==> config.mk <==
export PLATFORM = sky130hd
export DESIGN_NAME = pointer_register
export DESIGN_NICKNAME = d
export VERILOG_FILES = /design/src/rtl/pointer_register.sv
export SDC_FILE = /design/constraint.sdc
export NUM_CORES = 1
export LEC_CHECK = 0
export ABC_AREA = 1
export BUFFER_PORTS_ARGS = -buffer_cell sky130_fd_sc_hd__clkbuf_2
export CORE_MARGIN = 5
export CORE_UTILIZATION = 34
export CTS_CLUSTER_SIZE = 16
export DETAILED_ROUTE_END_ITERATION = 16
export PLACE_DENSITY_LB_ADDON = 0.08
export SLEW_MARGIN = 40
export SYNTH_ARGS = -nofsm -noshare
export SYNTH_HDL_FRONTEND = slang
export SYNTH_SLANG_ARGS = --single-unit
==> constraint.sdc <==
create_clock -name clk -period 1.16 [get_ports clk]
set_input_delay 0.29 -clock clk [delete_from_list [all_inputs] [get_ports clk]]
set_output_delay 0.29 -clock clk [all_outputs]
set_load 0.02 [all_outputs]
==> src/rtl/pointer_register.sv <==
// -----------------------------------------------------------------------------
// pointer_register
//
// Address pointer for the brightness-control BCM path. Each completed
// operation (a rising edge of operation_dn) advances the pointer by one. After
// ADDR_MAX the pointer returns to START_ADDR, and wrap pulses for one cycle.
// operation_dn may be asynchronous to clk. It is brought into the clk domain
// through a SYNC_STAGES-deep flop chain before its edge is detected.
//
// Parameters:
//   ADDR_W      - pointer width
//   START_ADDR  - reset value and wrap target (START_ADDR <= ADDR_MAX)
//   ADDR_MAX    - last valid address; the next event wraps to START_ADDR
//   SYNC_STAGES - synchronizer depth on operation_dn (minimum 2)
//
// Ports:
//   clk          in   system clock, rising edge
//   rst_n        in   asynchronous active-low reset
//   operation_dn in   "operation done" strobe, possibly asynchronous
//   address      out  current pointer value (registered)
//   wrap         out  one-cycle pulse when address returns to START_ADDR
// -----------------------------------------------------------------------------
module pointer_register #(
    parameter int ADDR_W      = 7,
    parameter int START_ADDR  = 0,
    parameter int ADDR_MAX    = 127,
    parameter int SYNC_STAGES = 2
) (
    input  logic              clk,
    input  logic              rst_n,
    input  logic              operation_dn,
    output logic [ADDR_W-1:0] address,
    output logic              wrap
);

    localparam logic [ADDR_W-1:0] START_VAL = ADDR_W'(START_ADDR);
    localparam logic [ADDR_W-1:0] MAX_VAL   = ADDR_W'(ADDR_MAX);

    logic [SYNC_STAGES-1:0] sync_reg;
    logic                   hist_reg;
    logic                   op_event;

    logic [ADDR_W-1:0]      address_reg;
    logic [ADDR_W-1:0]      address_next;
    logic                   wrap_reg;
    logic                   wrap_next;

    // Synchronizer chain and edge-history flop. Bit 0 is the first stage, and
    // the last stage feeds edge detection. Reset clears the whole chain. This
    // discards any event in flight. It also means a strobe that is already
    // high at release is seen as a fresh rising edge.
    always_ff @(posedge clk or negedge rst_n) begin
        if (!rst_n) begin
            sync_reg <= '0;
            hist_reg <= 1'b0;
        end else begin
            sync_reg <= {sync_reg[SYNC_STAGES-2:0], operation_dn};
            hist_reg <= sync_reg[SYNC_STAGES-1];
        end
    end

    // A level held high produces one event only, because hist_reg follows the
    // synchronized value one cycle later.
    assign op_event = sync_reg[SYNC_STAGES-1] & ~hist_reg;

    // The wrap is decided by an explicit compare against ADDR_MAX. This gives
    // the same result whether or not ADDR_MAX is the all-ones value.
    always_comb begin
        address_next = address_reg;
        wrap_next    = 1'b0;
        if (op_event) begin
            if (address_reg == MAX_VAL) begin
                address_next = START_VAL;
                wrap_next    = 1'b1;
            end else begin
                address_next = address_reg + ADDR_W'(1);
            end
        end
    end

    always_ff @(posedge clk or negedge rst_n) begin
        if (!rst_n) begin
            address_reg <= START_VAL;
            wrap_reg    <= 1'b0;
        end else begin
            address_reg <= address_next;
            wrap_reg    <= wrap_next;
        end
    end

    assign address = address_reg;
    assign wrap    = wrap_reg;

endmodule

==> flow_summary.yaml, run 1 <==
setup_path:
  r2r_slack_ns: 0.01
  path_cells: "buf_6 -> buf_8"
  crit_fanout: 2
  rr_worst_depth: 7
  cp_num_buf_inv: 2
  worstSetupPathType: "reg2out"
  critPathCaptureType: "primary output"
  cp.arrival_ns: 0.95
  worst_path_max_delay_cell: "dfrtp_2"
  r2r-start: "address[1]$_DFFE_PN0P_"
  path_depth: 2
  r2r_end: "address[5]$_DFFE_PN0P_"
  critPathRequiredTime_ns: 0.87
  critical_path.top_delay_family: "flip-flops"
  start_kind: "flip-flop"
  slowest_delay_ns: 0.43
timing:
  worst_pin_slew_ns: 0.286
  fmax_mhz: 808
  finalHoldViolations: 0
  slew_violations: 0
  rsz0062_at_grt: "yes"
  skew_ns: 0.00611
  finalCritPeriodShare_pct: 107
  hold-worst-slack_ns: 0.128
  slew_headroom_pct: 80.9
  setup_viol: 2
  post-route-min-period_ns: 1.24
  tns_ns: -0.125
  layout_setup_ws_ns: -0.0777
finish:
  drive_gt1_share_pct: 53.2
  fill_cells: 134
  multi_input_area_sq_um: 231
  final_util_pct: 55.5
  regArea_sq_um: 278
  fin_area_sq_um: 749
  antennaDiodeCount: 0
  largest_reg_flops: 7
  final_nets: 82
  area_growth_pct: 49.0
power:
  p_leak_uw: 0.000402
  ir_drop_mv: 0.745
  cellPowerDensity_nw_per_um2: 1930
route:
  vias: 411
  drt_wl_total_um: 1070
  ant_nets: 0
  initialDrtViolationCount: 6
  wl_per_cell_um: 11.6
  drc: 0
  drt-pass1-iter-count: 2
  vias_per_cell: 4.47
placed_design:
  io_buffer_count: 10
  dpl-instance-area_sq_um: 589
  hpwl_um: 752
  routabilityCongestion: 0.691
  pre_cts_ws_ns: 0.0451
yosys:
  synth_nets: 57
  synth_seq_area_share_pct: 54.7
  yosysTopAreaCell: "dfrtp_1"
  synth.most_common_cell: "dfrtp_1"
  synth_area_sq_um: 503
  syn_area_per_cell_sq_um: 9.49
  async_flop_share_pct: 100
  synth_cell_types: 16
  yosys-top-cells-count: "dfrtp_1 (11), nand2_1 (10), inv_1 (6)"
  synth-edff-count: 0
  synthTopCellsByArea: "dfrtp_1 (55%), nand2_1 (7.5%), nand2_2 (5.0%), inv_1 (4.5%), nand3_1 (4.0%)"
  yosysWarnings: 0
  synthCells: 53
  ys_ff_latch: 11
  synth_flop_cell: "dfrtp_1"
  netlist.area_leader.share_pct: 54.7
run_status:
  status: "complete, but fails checks"
  violations: "negative setup slack"
global_routing:
  grt_pass1_wl_um: 1790
  grt_start_max_net_pins: 12
  antenna_found_initial: 0
  grt_pass1_vias: 393
  overflow: 0
  grt_util_all_layers_pct: 9.94
cts:
  clk_latency_ns: 0.27
  cts_buffer_depth: 2
  cts_buffers: 3
  htree_levels: 1
  cts_tree: "yes"
  path_clk_slew_ns: 0.07
  cts-root-buf: "clkbuf_4"
  clock-sinks: 11
job:
  drv_cap: 0
min_path:
  holdPathEnd: "sync_reg[0]$_DFF_PN0_"
  hold_path_startpoint: "operation_dn"
  hold_depth: 1
  hold_class: "in2reg"
floorplan:
  die_x_um: 48.5
  die_y_um: 48.5
  rows: 13
  ioPinCount: 11
  dieArea_sq_um: 2350
  start_util_pct: 37.3
  fp.coreArea_sq_um: 1350
## kinds of logic after synthesis
group                      synth area share, %
DFF                                       54.7
and+or+nand+nor                           29.6
AOI/OAI and AO/OA                         2.98
buffers and inverters                     6.72
adders and majority gates                 2.49
xor gates and xnor gates                  3.48
## repair_timing
item,4_1_cts,5_1_grt
setup buffers,6,1
endpoints found under the hold margin,11,0
setup endpoints to repair,6,11
gates resized for setup,8,12
pin swaps,1,5
hold buffers,1,0
## worst max path at each step
| stage | start | endpoint | slack (ns) |
|---|---|---|---|
| 4_1_cts | address[0]$_DFFE_PN0P_ | address[0] | -0.08 |
| 6_report | address[0]$_DFFE_PN0P_ | address[0] | -0.08 |
| 5_1_grt | address[0]$_DFFE_PN0P_ | address[0] | -0.1 |
| 3_5_place_dp | address[1]$_DFFE_PN0P_ | address[5]$_DFFE_PN0P_ | 0.05 |
| 2_1_floorplan | address[1]$_DFFE_PN0P_ | address[3]$_DFFE_PN0P_ | 0.01 |
| 3_3_place_gp | address[1]$_DFFE_PN0P_ | address[3]$_DFFE_PN0P_ | 0.05 |
## metal layers
metal | vias to the layer above | track usage [%] | part of all wire [%]
li1 | 211 | - | -
met1 | 185 | 13.4 | 43
met2 | 10 | 13.5 | 47
met3 | 5 | 2.75 | 6.0
met4 | 0 | 6.73 | 2.9
met5 | - | 0 | 0
## cell type report
class                      count  share of cell area, %
tap                           15                   2.50
clock buffer                   4                   3.51
inverter                       9                   4.51
multi-input combinational     33                   30.9
timing repair buffer          20                   21.5
sequential                    11                   37.1
## metrics by stage
stage,power (uW),std cells
floorplan,780,53
global placement,925,80
detailed placement,935,80
CTS,1360,91
global route,1570,92
finish,1440,92
## worst register-to-register path, delay by kind of cell (launching register included)
kind	cells	cell delay, ns
buffers and inverters	1	0.10
and+or+nand+nor	5	0.42
adders and majority gates	1	0.14
DFF	1	0.37
## power breakdown
group / switching (uW) / internal, uW
clock network: 129 / 133
registers: 44.2 / 457
logic: 352 / 329
total: 525 / 919
## cells in the final DEF (no fill, tap or decap), types with 2 or more instances in the layout
cell,Yosys,routed
buf_4,0,7
nand3_2,2,2
inv_2,3,4
clkbuf_2,0,7
nand2_2,4,6
buf_6,0,3
dfrtp_2,0,2
o21ai_1,2,2
nand2_1,10,7
dfrtp_1,11,9
inv_1,6,5
clkbuf_4,0,3
nor2_1,4,4
buf_8,0,2
nand3_1,4,3
Power figures use the tool's default switching activity.
==> run 2: changes to the inputs <==
--- a/config.mk
+++ b/config.mk
@@ -5,13 +5,14 @@
 export SDC_FILE = /design/constraint.sdc
 export NUM_CORES = 1
 export LEC_CHECK = 0
-export ABC_AREA = 1
+export ABC_AREA = 0
 export BUFFER_PORTS_ARGS = -buffer_cell sky130_fd_sc_hd__clkbuf_2
 export CORE_MARGIN = 5
 export CORE_UTILIZATION = 34
 export CTS_CLUSTER_SIZE = 16
 export DETAILED_ROUTE_END_ITERATION = 16
 export PLACE_DENSITY_LB_ADDON = 0.08
+export SKIP_CTS_REPAIR_TIMING = 1
 export SLEW_MARGIN = 40
 export SYNTH_ARGS = -nofsm -noshare
 export SYNTH_HDL_FRONTEND = slang
==> flow_summary.yaml, run 2 <==
route:
  met2WireLength_um: 468
  wl_met1_um: 461
  vias_per_cell: 4.93
  drc: 0
  drt_wl_total_um: 1010
  wl_per_cell_um: 12.1
  ant_nets: 0
  dr_wl_met3_um: 68
  top_layer: "met4"
  vias: 409
  initialDrtViolationCount: 9
  drt-pass1-iter-count: 4
timing:
  layout_setup_ws_ns: -0.0259
  rsz0062_at_grt: "yes"
  slew_violations: 0
  setup_viol: 1
  slew_headroom_pct: 82.3
  tns_ns: -0.0259
  post-route-min-period_ns: 1.19
  fmax_mhz: 843
  finalCritPeriodShare_pct: 102
  finalHoldViolations: 0
  skew_ns: 0.00279
  worst_pin_slew_ns: 0.266
setup_path:
  crit_end: "address[3]"
  crit_fanout: 3
  r2r-start: "address[0]$_DFFE_PN0P_"
  critPathCaptureType: "primary output"
  cp.arrival_ns: 0.90
  rr_worst_depth: 4
  start_kind: "flip-flop"
  r2r_slack_ns: 0.02
  critPathLaunch: "address[3]$_DFFE_PN0P_"
  worstSetupPathType: "reg2out"
  r2r_end: "address[3]$_DFFE_PN0P_"
  critPathRequiredTime_ns: 0.87
yosys:
  yosysWarnings: 0
  async_flop_share_pct: 100
  synth_cell_types: 19
  synthTopCellsByArea: "dfrtp_1 (59%), nand2_1 (6.4%), xnor2_1 (5.6%), nand4_1 (4.0%), nand2b_4 (2.9%)"
  netlist.area_leader.share_pct: 58.7
  syn_area_per_cell_sq_um: 11.4
  synth_area_sq_um: 469
  synth-edff-count: 0
  synth.most_common_cell: "dfrtp_1"
  yosysTopAreaCell: "dfrtp_1"
  synthCells: 41
  synth_nets: 45
  yosys-top-cells-count: "dfrtp_1 (11), nand2_1 (8), nand4_1 (3), xnor2_1 (3), o21ai_0 (2)"
  ys_ff_latch: 11
  synth_flop_cell: "dfrtp_1"
  synth_seq_area_share_pct: 58.7
power:
  power.total_uw: 1500
  p_leak_uw: 0.000343
  p_int_uw: 980
  switching_share_pct: 34.7
  combinationalPowerShare_pct: 45.2
  p_clk_share_pct: 16.8
  p_seq_share_pct: 38.0
  p_sw_uw: 520
  cellPowerDensity_nw_per_um2: 2030
  ir_drop_mv: 0.967
finish:
  final_nets: 73
  most-common-layout-cells: "buf_4 (10), nand2_1 (8), dfrtp_1 (8), buf_6 (8), clkbuf_2 (5)"
  antennaDiodeCount: 0
  area_growth_pct: 57.6
  final_common_cell: "buf_4"
  largest_reg_flops: 7
  drive_gt1_share_pct: 50.0
cts:
  path_clk_slew_ns: 0.07
  cts_buffer_depth: 2
  cts_tree: "yes"
  htree_levels: 1
  clk_latency_ns: 0.26
  cts-root-buf: "clkbuf_4"
  clock-sinks: 11
  cts_buffers: 3
floorplan:
  ioPinCount: 11
  die_x_um: 47.2
  dieArea_sq_um: 2220
  start_util_pct: 36.1
  die_y_um: 47.2
  fp.coreArea_sq_um: 1300
  rows: 13
global_routing:
  grt_pass1_wl_um: 1610
  grt_pass1_vias: 384
  grt_start_max_net_pins: 12
  grt_util_all_layers_pct: 10.9
  antenna_found_initial: 0
  overflow: 0
placed_design:
  hpwl_um: 716
  pre_cts_ws_ns: -0.0132
  routabilityCongestion: 0.795
  io_buffer_count: 10
run_status:
  violations: "negative setup slack"
  status: "complete, but fails checks"
job:
  drv_cap: 0
min_path:
  hold_path_startpoint: "operation_dn"
  hold_class: "in2reg"
==> run 2: changes by cell type after synthesis, moves of 3 or more <==
cell | before | now
inv_2 | 3 | 0
nand4_1 | 0 | 3
nand2_2 | 4 | 0
nor2_1 | 4 | 1
inv_1 | 6 | 0
nand3_1 | 4 | 1
==> run 2: cells by family (layout without fill, tap and decap cells) <==
| group | Yosys count | after routing | share of synthesized area, % |
|---|---|---|---|
| flops | 11 | 11 | 58.7 |
| buf+inv | 1 | 28 | 1.60 |
| simple gates | 19 | 19 | 23.5 |
| compound gates | 6 | 6 | 8.00 |
| fa+ha+maj | 1 | 1 | 2.67 |
| xor+xnor | 3 | 3 | 5.60 |
==> run 2: metal layers <==
metal	global-route usage [%]	up-vias
met1	13.5	190
met5	0	-
met2	16.5	14
li1	-	203
met3	3.45	2
met4	6.63	0
==> run 2: worst max-delay path: stages (launching register included) <==
cell and delay, ns:
dfrtp_1 0.39, buf_6 0.12, buf_6 0.12
==> run 2: worst min-delay path by stage <==
stage / end / slack [ns] / cells after the start
6_report: sync_reg[0]$_DFF_PN0_ / 0.13 / 1
5_1_grt: sync_reg[0]$_DFF_PN0_ / 0.13 / 1
4_1_cts: address[4]$_DFFE_PN0P_ / -0.11 / 1
3_5_place_dp: sync_reg[0]$_DFF_PN0_ / 0.17 / 1
3_3_place_gp: hist_reg$_DFF_PN0_ / 0.17 / 1
2_1_floorplan: address[0]$_DFFE_PN0P_ / -0.006 / 0
==> run 2: power by group through the flow <==
stage | Sequential, uW | Combinational, uW | Clock (uW)
6_report | 570 | 678 | 253
5_1_grt | 585 | 729 | 289
4_1_cts | 595 | 329 | 265
3_5_place_dp | 602 | 326 | 0
3_3_place_gp | 593 | 323 | 0
2_1_floorplan | 641 | 171 | 0
==> run 2: cell type report <==
cell class,instances,area (sq um)
clock buffer,4,26.3
tap,15,18.8
sequential,11,279
fill,126,562
multi-input combinational,29,215
timing repair buffer,24,200
==> run 2: through the flow <==
stage | cell area, sq um | std cells | hold WS (ns) | utilization (%)
2_1_floorplan | 473 | 41 | -0.00559 | -
3_3_place_gp | 542 | 66 | 0.171 | 41.6
3_5_place_dp | 542 | 66 | 0.175 | 41.6
4_1_cts | 568 | 70 | -0.114 | 43.7
5_1_grt | 739 | 83 | 0.127 | 56.8
6_report | 739 | 83 | 0.132 | 56.8
==> run 3: changes to the inputs <==
--- a/config.mk
+++ b/config.mk
@@ -9,6 +9,7 @@
 export BUFFER_PORTS_ARGS = -buffer_cell sky130_fd_sc_hd__clkbuf_2
 export CORE_MARGIN = 5
 export CORE_UTILIZATION = 34
+export CTS_BUF_LIST = sky130_fd_sc_hd__clkbuf_4 sky130_fd_sc_hd__clkbuf_8 sky130_fd_sc_hd__clkbuf_16
 export CTS_CLUSTER_SIZE = 16
 export DETAILED_ROUTE_END_ITERATION = 16
 export PLACE_DENSITY_LB_ADDON = 0.08
==> flow_summary.yaml, run 3 (synthesis results as in run 2) <==
finish:
  instances_no_fill: 82
  drive_gt1_share_pct: 50.7
  largest_reg_flops: 7
  antennaDiodeCount: 0
  area_growth_pct: 56.0
  most-common-layout-cells: "buf_4 (10), nand2_1 (8), dfrtp_1 (8)"
  final_nets: 72
  fin_area_sq_um: 732
  fill_cells: 124
  final_common_cell: "buf_4"
timing:
  rsz0062_at_grt: "yes"
  slew_violations: 0
  skew_ns: 0.00171
  slew_headroom_pct: 81.6
  hold-worst-slack_ns: 0.129
  worst_pin_slew_ns: 0.276
  layout_setup_ws_ns: -0.0262
  post-route-min-period_ns: 1.19
  setup_viol: 1
  fmax_mhz: 843
  finalHoldViolations: 0
  finalCritPeriodShare_pct: 102
floorplan:
  die_x_um: 47.2
  fp.coreArea_sq_um: 1300
  start_util_pct: 36.1
  ioPinCount: 11
  dieArea_sq_um: 2220
  die_y_um: 47.2
  rows: 13
run_status:
  violations: "negative setup slack"
  status: "complete, but fails checks"
min_path:
  hold_depth: 1
  hold_path_startpoint: "operation_dn"
  hold_class: "in2reg"
  holdPathEnd: "sync_reg[0]$_DFF_PN0_"
route:
  vias: 407
  drc: 0
  vias_per_cell: 4.96
  ant_nets: 0
  drt-pass1-iter-count: 2
  initialDrtViolationCount: 5
  drt_wl_total_um: 1020
  wl_per_cell_um: 12.4
setup_path:
  critPathCaptureType: "primary output"
  r2r_slack_ns: 0.03
  slowest_delay_ns: 0.39
  worst_path_max_delay_cell: "dfrtp_1"
  crit_fanout: 3
  cp_common_cell: "buf_6"
  worstSetupPathType: "reg2out"
  cp.arrival_ns: 0.90
  critPathRequiredTime_ns: 0.87
  rr_worst_depth: 4
  r2r_end: "address[6]$_DFFE_PN0P_"
  path_cells: "buf_6 -> buf_6"
  start_kind: "flip-flop"
  r2r-start: "address[3]$_DFFE_PN0P_"
cts:
  path_clk_slew_ns: 0.07
  cts-root-buf: "clkbuf_4"
  cts_buffers: 3
  clk_latency_ns: 0.26
  htree_levels: 1
  cts_buffer_depth: 2
  cts_tree: "yes"
  clock-sinks: 11
job:
  drv_cap: 0
power:
  power.total_uw: 1510
  cellPowerDensity_nw_per_um2: 2070
  ir_drop_mv: 1.02
  p_leak_uw: 0.000341
global_routing:
  grt_pass1_wl_um: 1620
  grt_start_max_net_pins: 12
  grt_util_all_layers_pct: 11.2
  overflow: 0
  antenna_found_initial: 0
  grt_pass1_vias: 384
placed_design:
  io_buffer_count: 10
  routabilityCongestion: 0.795
  pre_cts_ws_ns: -0.0132
  dpl-instance-area_sq_um: 542
  post-place-cells: 66
  hpwl_um: 716
[run 3: cell count changes in the layout (fill, tap and decap cells not counted), sizes merged]
cell  change
buf       -1
[run 3: worst max-delay path, delay by kind of cell, from the launching register on]
kind                   cells  cell delay (ns)
buffers and inverters      2             0.24
DFF                        1             0.39
[run 3: routing by layer]
layer  share of wire, %  global-route usage (%)  vias to the layer above
met1                 46                    13.5                      195
met3                6.1                    3.45                        2
li1                   -                       -                      198
met5                  0                       0                        -
met4               0.78                    8.29                        0
met2                 47                    16.5                       12
[run 3: worst max-delay path by stage]
| stage | start | end | slack, ns | depth (start not counted) |
|---|---|---|---|---|
| 2_1_floorplan | address[3]$_DFFE_PN0P_ | address[6]$_DFFE_PN0P_ | 0.02 | 3 |
| 3_3_place_gp | address[1]$_DFFE_PN0P_ | address[3]$_DFFE_PN0P_ | 0.04 | 4 |
| 3_5_place_dp | address[0]$_DFFE_PN0P_ | address[0]$_DFFE_PN0P_ | -0.01 | 4 |
| 4_1_cts | address[3]$_DFFE_PN0P_ | address[3] | -0.14 | 2 |
| 5_1_grt | address[3]$_DFFE_PN0P_ | address[3] | -0.07 | 2 |
| 6_report | address[3]$_DFFE_PN0P_ | address[3] | -0.03 | 2 |
[run 3: cell type report]
class / instances / area, sq um / area share [%]
flip-flops and latches: 11 / 279 / 38.1
multi-input cells: 29 / 215 / 29.4
repair buffers: 23 / 189 / 25.8
clock buffers: 4 / 30.0 / 4.10
well taps: 15 / 18.8 / 2.56
[run 3: metrics by stage]
stage | TNS [ns] | utilization [%]
finish | -0.0262 | 56.3
detailed placement | -0.0227 | 41.6
global route | -0.193 | 56.3
CTS | -0.316 | 43.9
floorplan | 0 | -
global placement | 0 | 41.6
[run 3: where the power goes]
group	leakage, uW	internal (uW)	switching (uW)
combinational	0.000191	367	299
sequential	0.000131	469	100
clock	0.0000184	156	122
